[src/rtl/load_store_pkg.sv]
// Shared definitions for the load/store volume scheduler.
// Contents:
//   state_t      scheduler FSM state (IDLE, LOAD, STORE)
//   DEF_*        default parameter values for capacity, widths, requesters, burst quantum
package load_store_pkg;

    typedef enum logic [1:0] {
        IDLE  = 2'd0,
        LOAD  = 2'd1,
        STORE = 2'd2
    } state_t;

    localparam int unsigned DEF_N       = 10000;
    localparam int unsigned DEF_CBITS   = 14;
    localparam int unsigned DEF_NREQ    = 4;
    localparam int unsigned DEF_QUANTUM = 16;
    localparam int unsigned DEF_QBITS   = 5;

endpackage

[src/rtl/rr_arbiter.sv]
// Combinational round-robin picker.
// Ports:
//   elig    in   NREQ    per-requester eligibility
//   rr_ptr  in   PBITS   index searched first; the scan wraps upward mod NREQ
//   pick    out  NREQ    one-hot winner (all-zero when nothing is eligible)
//   found   out  1       some requester is eligible
module rr_arbiter #(
    parameter int unsigned NREQ  = 4,
    parameter int unsigned PBITS = $clog2(NREQ)
) (
    input  logic [NREQ-1:0]  elig,
    input  logic [PBITS-1:0] rr_ptr,
    output logic [NREQ-1:0]  pick,
    output logic             found
);

    logic [PBITS:0]   sum;
    logic [PBITS-1:0] idx;

    always_comb begin
        pick  = '0;
        found = 1'b0;
        sum   = '0;
        idx   = '0;
        for (int off = 0; off < NREQ; off++) begin
            // rr_ptr < NREQ, so one conditional subtract is enough for the wrap
            sum = {1'b0, rr_ptr} + (PBITS+1)'(off);
            if (sum >= (PBITS+1)'(NREQ)) begin
                sum = sum - (PBITS+1)'(NREQ);
            end
            idx = sum[PBITS-1:0];
            if (!found && elig[idx]) begin
                pick[idx] = 1'b1;
                found     = 1'b1;
            end
        end
    end

endmodule

[src/rtl/load_store_sched.sv]
// Round-robin scheduler sharing one bounded volume store (0..N units) among NREQ requesters.
// A granted requester moves one unit per cycle (load +1, store -1) for at most QUANTUM cycles.
// Ports:
//   clk    in   1      clock
//   rst    in   1      synchronous active-high reset
//   req    in   NREQ   per-requester request level
//   dir    in   NREQ   per-requester direction, 1 = load, 0 = store
//   gnt    out  NREQ   one-hot grant, all-zero when idle
//   vol    out  CBITS  current volume
//   full   out  1      vol == N
//   empty  out  1      vol == 0
//   busy   out  1      burst in progress
//   done   out  1      one-cycle pulse in the cycle after a burst ends
module load_store_sched
    import load_store_pkg::*;
#(
    parameter int unsigned N       = DEF_N,
    parameter int unsigned CBITS   = DEF_CBITS,
    parameter int unsigned NREQ    = DEF_NREQ,
    parameter int unsigned QUANTUM = DEF_QUANTUM,
    parameter int unsigned QBITS   = DEF_QBITS
) (
    input  logic             clk,
    input  logic             rst,
    input  logic [NREQ-1:0]  req,
    input  logic [NREQ-1:0]  dir,
    output logic [NREQ-1:0]  gnt,
    output logic [CBITS-1:0] vol,
    output logic             full,
    output logic             empty,
    output logic             busy,
    output logic             done
);

    localparam int unsigned      PBITS    = $clog2(NREQ);
    localparam logic [CBITS-1:0] VOL_MAX  = CBITS'(N);
    localparam logic [QBITS-1:0] CNT_MAX  = QBITS'(QUANTUM);
    localparam logic [PBITS-1:0] PTR_LAST = PBITS'(NREQ - 1);

    state_t           state_q, state_d;
    logic [NREQ-1:0]  gnt_q, gnt_d;
    logic [PBITS-1:0] gidx_q, gidx_d;
    logic [PBITS-1:0] rr_q, rr_d;
    logic [CBITS-1:0] vol_q, vol_d;
    logic [QBITS-1:0] cnt_q, cnt_d;
    logic             done_q, done_d;

    logic [NREQ-1:0]  elig;
    logic [NREQ-1:0]  pick;
    logic [PBITS-1:0] pick_idx;
    logic             found;
    logic             is_load;
    logic             hold;
    logic             end_burst;
    logic [CBITS-1:0] bound;

    assign full  = (vol_q == VOL_MAX);
    assign empty = (vol_q == '0);

    always_comb begin
        elig = '0;
        for (int i = 0; i < NREQ; i++) begin
            elig[i] = req[i] && (dir[i] ? !full : !empty);
        end
    end

    rr_arbiter #(
        .NREQ  (NREQ),
        .PBITS (PBITS)
    ) u_arb (
        .elig   (elig),
        .rr_ptr (rr_q),
        .pick   (pick),
        .found  (found)
    );

    always_comb begin
        pick_idx = '0;
        for (int i = 0; i < NREQ; i++) begin
            if (pick[i]) begin
                pick_idx = PBITS'(i);
            end
        end
    end

    always_comb begin
        state_d   = state_q;
        gnt_d     = gnt_q;
        gidx_d    = gidx_q;
        rr_d      = rr_q;
        vol_d     = vol_q;
        cnt_d     = cnt_q;
        done_d    = 1'b0;
        is_load   = (state_q == LOAD);
        bound     = is_load ? VOL_MAX : '0;
        hold      = 1'b0;
        end_burst = 1'b0;

        unique case (state_q)
            IDLE: begin
                if (found) begin
                    state_d = dir[pick_idx] ? LOAD : STORE;
                    gnt_d   = pick;
                    gidx_d  = pick_idx;
                    cnt_d   = '0;
                end
            end
            LOAD, STORE: begin
                // The bound term is unreachable for a legal grant; it keeps vol from
                // wrapping even if eligibility were ever stale.
                hold = req[gidx_q] && (dir[gidx_q] == is_load) && (vol_q != bound);
                if (hold) begin
                    vol_d     = is_load ? vol_q + 1'b1 : vol_q - 1'b1;
                    cnt_d     = cnt_q + 1'b1;
                    end_burst = (vol_d == bound) || (cnt_d == CNT_MAX);
                end else begin
                    end_burst = 1'b1;
                end
                if (end_burst) begin
                    state_d = IDLE;
                    gnt_d   = '0;
                    done_d  = 1'b1;
                    rr_d    = (gidx_q == PTR_LAST) ? '0 : gidx_q + 1'b1;
                end
            end
            default: begin
                state_d = IDLE;
                gnt_d   = '0;
            end
        endcase
    end

    always_ff @(posedge clk) begin
        if (rst) begin
            state_q <= IDLE;
            gnt_q   <= '0;
            gidx_q  <= '0;
            rr_q    <= '0;
            vol_q   <= '0;
            cnt_q   <= '0;
            done_q  <= 1'b0;
        end else begin
            state_q <= state_d;
            gnt_q   <= gnt_d;
            gidx_q  <= gidx_d;
            rr_q    <= rr_d;
            vol_q   <= vol_d;
            cnt_q   <= cnt_d;
            done_q  <= done_d;
        end
    end

    assign gnt  = gnt_q;
    assign vol  = vol_q;
    assign busy = (state_q != IDLE);
    assign done = done_q;

endmodule
[config.mk]
export PLATFORM = sky130hd
export DESIGN_NAME = load_store_sched
export DESIGN_NICKNAME = d
export VERILOG_FILES = /design/src/rtl/load_store_pkg.sv /design/src/rtl/rr_arbiter.sv /design/src/rtl/load_store_sched.sv
export SDC_FILE = /design/constraint.sdc
export NUM_CORES = 1
export LEC_CHECK = 0
export BUFFER_PORTS_ARGS = -buffer_cell sky130_fd_sc_hd__buf_2
export CORE_ASPECT_RATIO = 1.25
export CORE_UTILIZATION = 54
export CTS_CLUSTER_DIAMETER = 50
export DETAILED_ROUTE_END_ITERATION = 12
export GPL_ROUTABILITY_DRIVEN = 0
export PLACE_DENSITY = 0.74
export SLEW_MARGIN = 20
export SYNTH_ARGS = -nofsm -noshare
export SYNTH_HDL_FRONTEND = slang
export SYNTH_SLANG_ARGS = --single-unit
export TNS_END_PERCENT = 100
[constraint.sdc]
create_clock -name clk -period 3.5 [get_ports clk]
set_input_delay 0.7 -clock clk [delete_from_list [all_inputs] [get_ports clk]]
set_output_delay 0.7 -clock clk [all_outputs]
set_load 0.01 [all_outputs]
**After elaboration in Yosys (flattened, before gate mapping)**

Cells that the tools add are included.

- Word-level logic and storage cells: 134
- Output and inout port bits: 22
- Input bits: 10
- Register bits: 30

- Bitwise gates (word level): 4
- Reduce and logical (&&, ||, !) cells: 30
- Equal/unequal tests: 11
- $lt $le $gt $ge: 14
- Add/subtract/negate cells: 11
- Mux-type cells: 57

Operators by type and width:

| operator | count |
|---|---|
| $mux W14 | 2 |
| $mux W4 | 6 |
| $mux W1 | 23 |
| $mux W2 | 10 |
| $lt A2 B3 Y1 const B | 6 |
| $add A14 B1 Y14 const B | 1 |
| $bmux W1 S2 | 7 |
| $eq A14 B14 Y1 | 1 |
| $eq A14 B14 Y1 const B | 1 |
| $logic_not A14 Y1 | 1 |
| $ne A14 B14 Y1 | 1 |
| $sub A14 B1 Y14 const B | 1 |
| $logic_and A1 B1 Y1 | 13 |
| $or A4 B4 Y4 | 3 |
| $mux W5 | 2 |
| $pmux W5 S2 | 1 |
| $ge A3 B3 Y1 const B | 3 |
| $demux W1 S2 | 4 |
| $ge A2 B1 Y1 const B | 4 |
| $pmux W4 S2 | 1 |
| $reduce_and A2 Y1 | 4 |
| $sub A2 B1 Y2 const B | 4 |
| $add A2 B2 Y3 const B | 2 |
| $ne A2 B2 Y1 const B | 3 |
| 16 further kinds | 23 |

**Logic depth before layout (Yosys ltp)**

- Word-level depth: 24
- Gate-level depth with buffers: 15
- Gate-level depth less buffers: 13

**Cells and area by module**

Synthesis repeated with hierarchy kept, for this count alone.

- Cells, all modules: 368
- Area total of the unflattened synthesis: 2927.8 um2

By module, submodules not included:

| module | cells each | area each (um2) | sequential area each (um2) | times used |
|---|---|---|---|---|
| load_store_sched | 306 | 2419.8 | 600.6 | 1 |
| rr_arbiter | 62 | 508.0 | 0.0 | 1 |

**Worst setup path before layout**

OpenSTA, ideal clock, no wires.

- Path kind: reg2reg
- Start: register state_q[0]
- End: register rr_q[0]
- Required time: 3429 ps
- Path slack: -291 ps
- Clock period less this slack: 3791 ps
- Path buffers: 1
- Stages on the path, launching flop included: 14
- Library setup time: 71 ps
- Arrival time: 3720 ps
- Cell sequence: dfxtp_1 > ha_1 > clkbuf_1 > inv_1 > fa_1 > a211oi_1 > o21a_1 > o21bai_1 > xor2_1 > or4_1 > a2111oi_4 > o21ai_2 > or3_1 > a21oi_1

- Word-level cells in the longest chain between the ends: 7
- Elaborated cells on any way between the ends: 14
- Classes of those cells: 5 x eq/ne; 4 x mux; 5 x reduce/logical

Ends and longest elaborated chain:

| item | RTL line | RTL |
|---|---|---|
| start: declaration | load_store_sched.sv:40 | `state_t state_q, state_d;` |
| start signal: assignment | load_store_sched.sv:143 | `state_q <= state_d;` |
| $eq A2 B1 Y1 | load_store_sched.sv:94, load_store_sched.sv:99 |  |
| $mux W14 (tied with other cells) | load_store_sched.sv:113 | `vol_d = is_load ? vol_q + 1'b1 : vol_q - 1'b1;` |
| $eq A14 B14 Y1 (tied with other cells) | load_store_sched.sv:115 | `end_burst = (vol_d == bound) \|\| (cnt_d == CNT_MAX);` |
| $logic_or A1 B1 Y1 / $logic_and A1 B1 Y1 (equally long branches) | load_store_sched.sv:115, load_store_sched.sv:111 |  |
| $mux W1 | load_store_sched.sv:112 | `if (hold) begin` |
| $mux W1 | load_store_sched.sv:99 | `unique case (state_q)` |
| $reduce_and A2 Y1 (no line) (*) | -- |  |
| end signal: assignment | load_store_sched.sv:146 | `rr_q <= rr_d;` |
| end: declaration | load_store_sched.sv:43 | `logic [PBITS-1:0] rr_q, rr_d;` |

Every way passes the cells marked *; elsewhere a longest branch is shown, timed or not. The select of a mux whose other input is x is not followed.
A chain may end at the register's enable or synchronous reset.

**Worst setup path after layout**

- Start: register state_q[1]
- End: register rr_q[0]

The elaborated chain is that of the path after synthesis.

==> flow_summary_export.csv <==
group,metric,value,unit
outcome,status,"completed",
die,core_area,5080,um^2
detailed_routing,drt-pass1-iter-count,4,
clocking,clk_pin_slew_worst_paths,0.07,ns
yosys,ys.warnings.count,0,
yosys,synth_seq_cells,30,
detailed_routing,drt-wirelength-per-cell,16.1,um
clocking,root_buffer,"clkbuf_8",
worst_setup_path,r2r_end,"rr_q[0]$_SDFFE_PP0P_",
detailed_routing,routed_wl,7310,um
sta,finalHoldViolations,0,
yosys,synth_cell_types,69,
worst_setup_path,worstPathArrival,3.59,ns
cells_and_area,drive_gt1_share,27.6,%
cells_and_area,final_nets,426,
yosys,syn_nets,377,
global_routing,globalRouteOverflowTotal,0,
global_routing,grt_pass1_wl,11800,um
clocking,cts.path.max_buffers,2,
detailed_routing,drtIter0Drc,173,
yosys,synth_edf_count,0,
worst_setup_path,endpoint_kind,"flop",
hold_path,hold-path-endpoint,"gnt[0]$_SDFFE_PP0P_",
place,port_buffers,31,
worst_setup_path,critPathLaunchType,"flop",
worst_setup_path,critical_path_class,"reg2reg",
sta,finalSetupTns,0,ns
power_and_ir_drop,vdd_drop_max,570,uV
global_routing,grt_max_degree,29,
sta,setup_viol,0,
detailed_routing,via_count,2834,
place,dpl.hpwl,5490,um
power_and_ir_drop,power,3.87,mW
sta,slew_violations,0,
die,core.rowCount,29,
power_and_ir_drop,cellLeakagePower,1.48,nW
worst_setup_path,path_max_fanout,6,
sta,finalWorstSetupSlack,0.117,ns
worst_setup_path,rr_worst_depth,14,
yosys,ys_seq_area_share,21.1,%
hold_path,min_path_cells,2,
yosys,syn_inst,341,
yosys,synthFlopType,"dfxtp_1",
cells_and_area,final_cell_mix,"nor2_1 (45), buf_2 (31), dfxtp_1 (30), a21oi_1 (22), buf_4 (22)",
sta,min_period,3.38,ns
sta,min_period_over_period,96.7,%
hold_path,hp-class,"reg2reg",
sta,max_slew.worst_pin.slew,0.562,ns
sta,slew_headroom,62.2,%
die,io_pins,32,
yosys,async_flop_share,0,%
detailed_routing,drc,0,
cells_and_area,design_area,3430,um^2
die,start_util,56.0,%
detailed_routing,viasPerCell,6.26,
place,postPlaceCellArea,3190,um^2
sta,holdWs,0.463,ns
yosys,syn_avg_cell_area,8.35,um^2
place,dp_slack,0.00378,ns
sta,fmax,296,MHz
yosys,syn-cell-area,2850,um^2
power_and_ir_drop,powerDensity,1130,nW/um^2
clocking,cts_sinks,30,
detailed_routing,ant_nets,0,
worst_setup_path,required,3.71,ns
global_routing,grt_pass1_vias,2695,
die,die_width,66.9,um
cells_and_area,final_common_cell,"nor2_1",
clocking,htree_levels,2,
global_routing,antenna_found_initial,0,
clocking,numCtsBuffers,5,
cells_and_area,area_delta_synth_final,20.5,%
clocking,clk_latency,0.29,ns
global_routing,track_usage,27.2,%
worst_setup_path,reg2reg_slack,0.12,ns
clocking,cts_tree,"yes",
run,cap_violations,0,
die,die_area,5570,um^2
cells_and_area,antenna_cells,0,
hold_path,min_from,"gnt[0]$_SDFFE_PP0P_",
die,die_h,83.2,um
sta,finalClockSkew,0.00893,ns
worst_setup_path,r2r_start,"state_q[1]$_SDFFE_PP0P_",
flip-flops by register name, summed over array words and instances, names as in the netlist:
register / flops
gnt: 4
rr_q: 2
cnt_q: 5
state_q: 2
vol: 14
done: 1
gidx_q: 2
per-layer routing:
layer,wire [um],GRT usage (%)
met5,0,0
met4,222,14.1
met3,239,4.12
met2,3840,47.8
met1,3010,30.2
timing repair:
item,in CTS,in global routing
pin swaps,2,8
hold endpoints to repair,0,0
setup endpoints to repair,1,9
setup buffers,1,1
gates resized for setup,2,26
hold buffers,0,0
Yosys cell counts (3+ instances only):
| master | number | area share [%] |
|---|---|---|
| nand3_1 | 7 | 1.2 |
| o21a_1 | 13 | 3.4 |
| xor2_1 | 6 | 1.8 |
| a22oi_1 | 3 | 0.79 |
| and2_1 | 6 | 1.3 |
| a211o_1 | 3 | 0.92 |
| nor2_1 | 45 | 5.9 |
| xnor2_1 | 3 | 0.92 |
| o211ai_1 | 6 | 1.6 |
| a2bb2oi_1 | 5 | 1.5 |
| dfxtp_1 | 30 | 21 |
| inv_1 | 18 | 2.4 |
| nand4_1 | 6 | 1.3 |
| o21bai_1 | 3 | 0.79 |
| a211oi_1 | 5 | 1.3 |
| nor3_1 | 9 | 1.6 |
| a21o_1 | 5 | 1.3 |
| mux4_2 | 4 | 3.2 |
| nor3b_1 | 4 | 1.1 |
| or3_1 | 3 | 0.66 |
| o21ai_0 | 12 | 2.1 |
| mux2i_1 | 7 | 2.5 |
| ha_1 | 25 | 11 |
| nor4_1 | 3 | 0.66 |
| o21ai_1 | 6 | 1.1 |
| a21oi_1 | 23 | 4.0 |
| nand2_1 | 15 | 2.0 |
| clkbuf_1 | 9 | 1.2 |
how the worst max path moves through the flow:
stage	startpoint	end	slack (ns)
final	state_q[1]$_SDFFE_PP0P_	rr_q[0]$_SDFFE_PP0P_	0.12
after global routing	state_q[1]$_SDFFE_PP0P_	rr_q[0]$_SDFFE_PP0P_	-0.02
after CTS	state_q[1]$_SDFFE_PP0P_	rr_q[0]$_SDFFE_PP0P_	0.01
after detailed placement	state_q[1]$_SDFFE_PP0P_	state_q[1]$_SDFFE_PP0P_	0.004
after global placement	state_q[1]$_SDFFE_PP0P_	state_q[0]$_SDFFE_PP0P_	0.10
after floorplan	state_q[0]$_SDFFE_PP0P_	rr_q[0]$_SDFFE_PP0P_	0.02
power by group:
part / leakage (nW) / internal, mW / switching (mW)
clock network: 0.0472 / 0.158 / 0.143
registers: 0.244 / 0.433 / 0.117
logic: 1.19 / 1.36 / 1.66
total: 1.48 / 1.95 / 1.92
kinds of logic after synthesis:
group | Yosys count | synth area share (%)
xor gates and xnor gates | 10 | 3.56
DFF | 30 | 21.1
muxes | 12 | 6.02
buffers and inverters | 30 | 4.26
and+or+nand+nor | 113 | 21.1
AOI/OAI and AO/OA | 120 | 32.3
adders and majority gates | 26 | 11.7
worst max-delay path, cell delays in order (launching register included):
cell and delay, ns:
dfxtp_1 0.33, inv_1 0.08, ha_4 0.18, inv_6 0.09, ha_2 0.32, a211oi_2 0.27
o21a_1 0.19, o21bai_1 0.10, xor2_1 0.18, or4_4 0.53, a2111oi_4 0.35, buf_4 0.20
o21ai_2 0.06, or3_1 0.30, a21oi_1 0.13
layout make-up:
class / instances / area [um^2]
Inverter: 18 / 72.6
Tap cell: 62 / 77.6
Fill cell: 420 / 1650
Clock inverter: 2 / 12.5
Timing Repair Buffer: 54 / 332
Clock buffer: 6 / 82.6
Multi-Input combinational cell: 281 / 2250
Sequential cell: 30 / 601
metrics by stage:
stage | util [%] | cells
final | 67.5 | 453
after global routing | 67.5 | 453
after floorplan | - | 341
after global placement | 62.8 | 443
after detailed placement | 62.8 | 443
after CTS | 64.9 | 452
No activity file was read; power rests on OpenSTA's default activity.
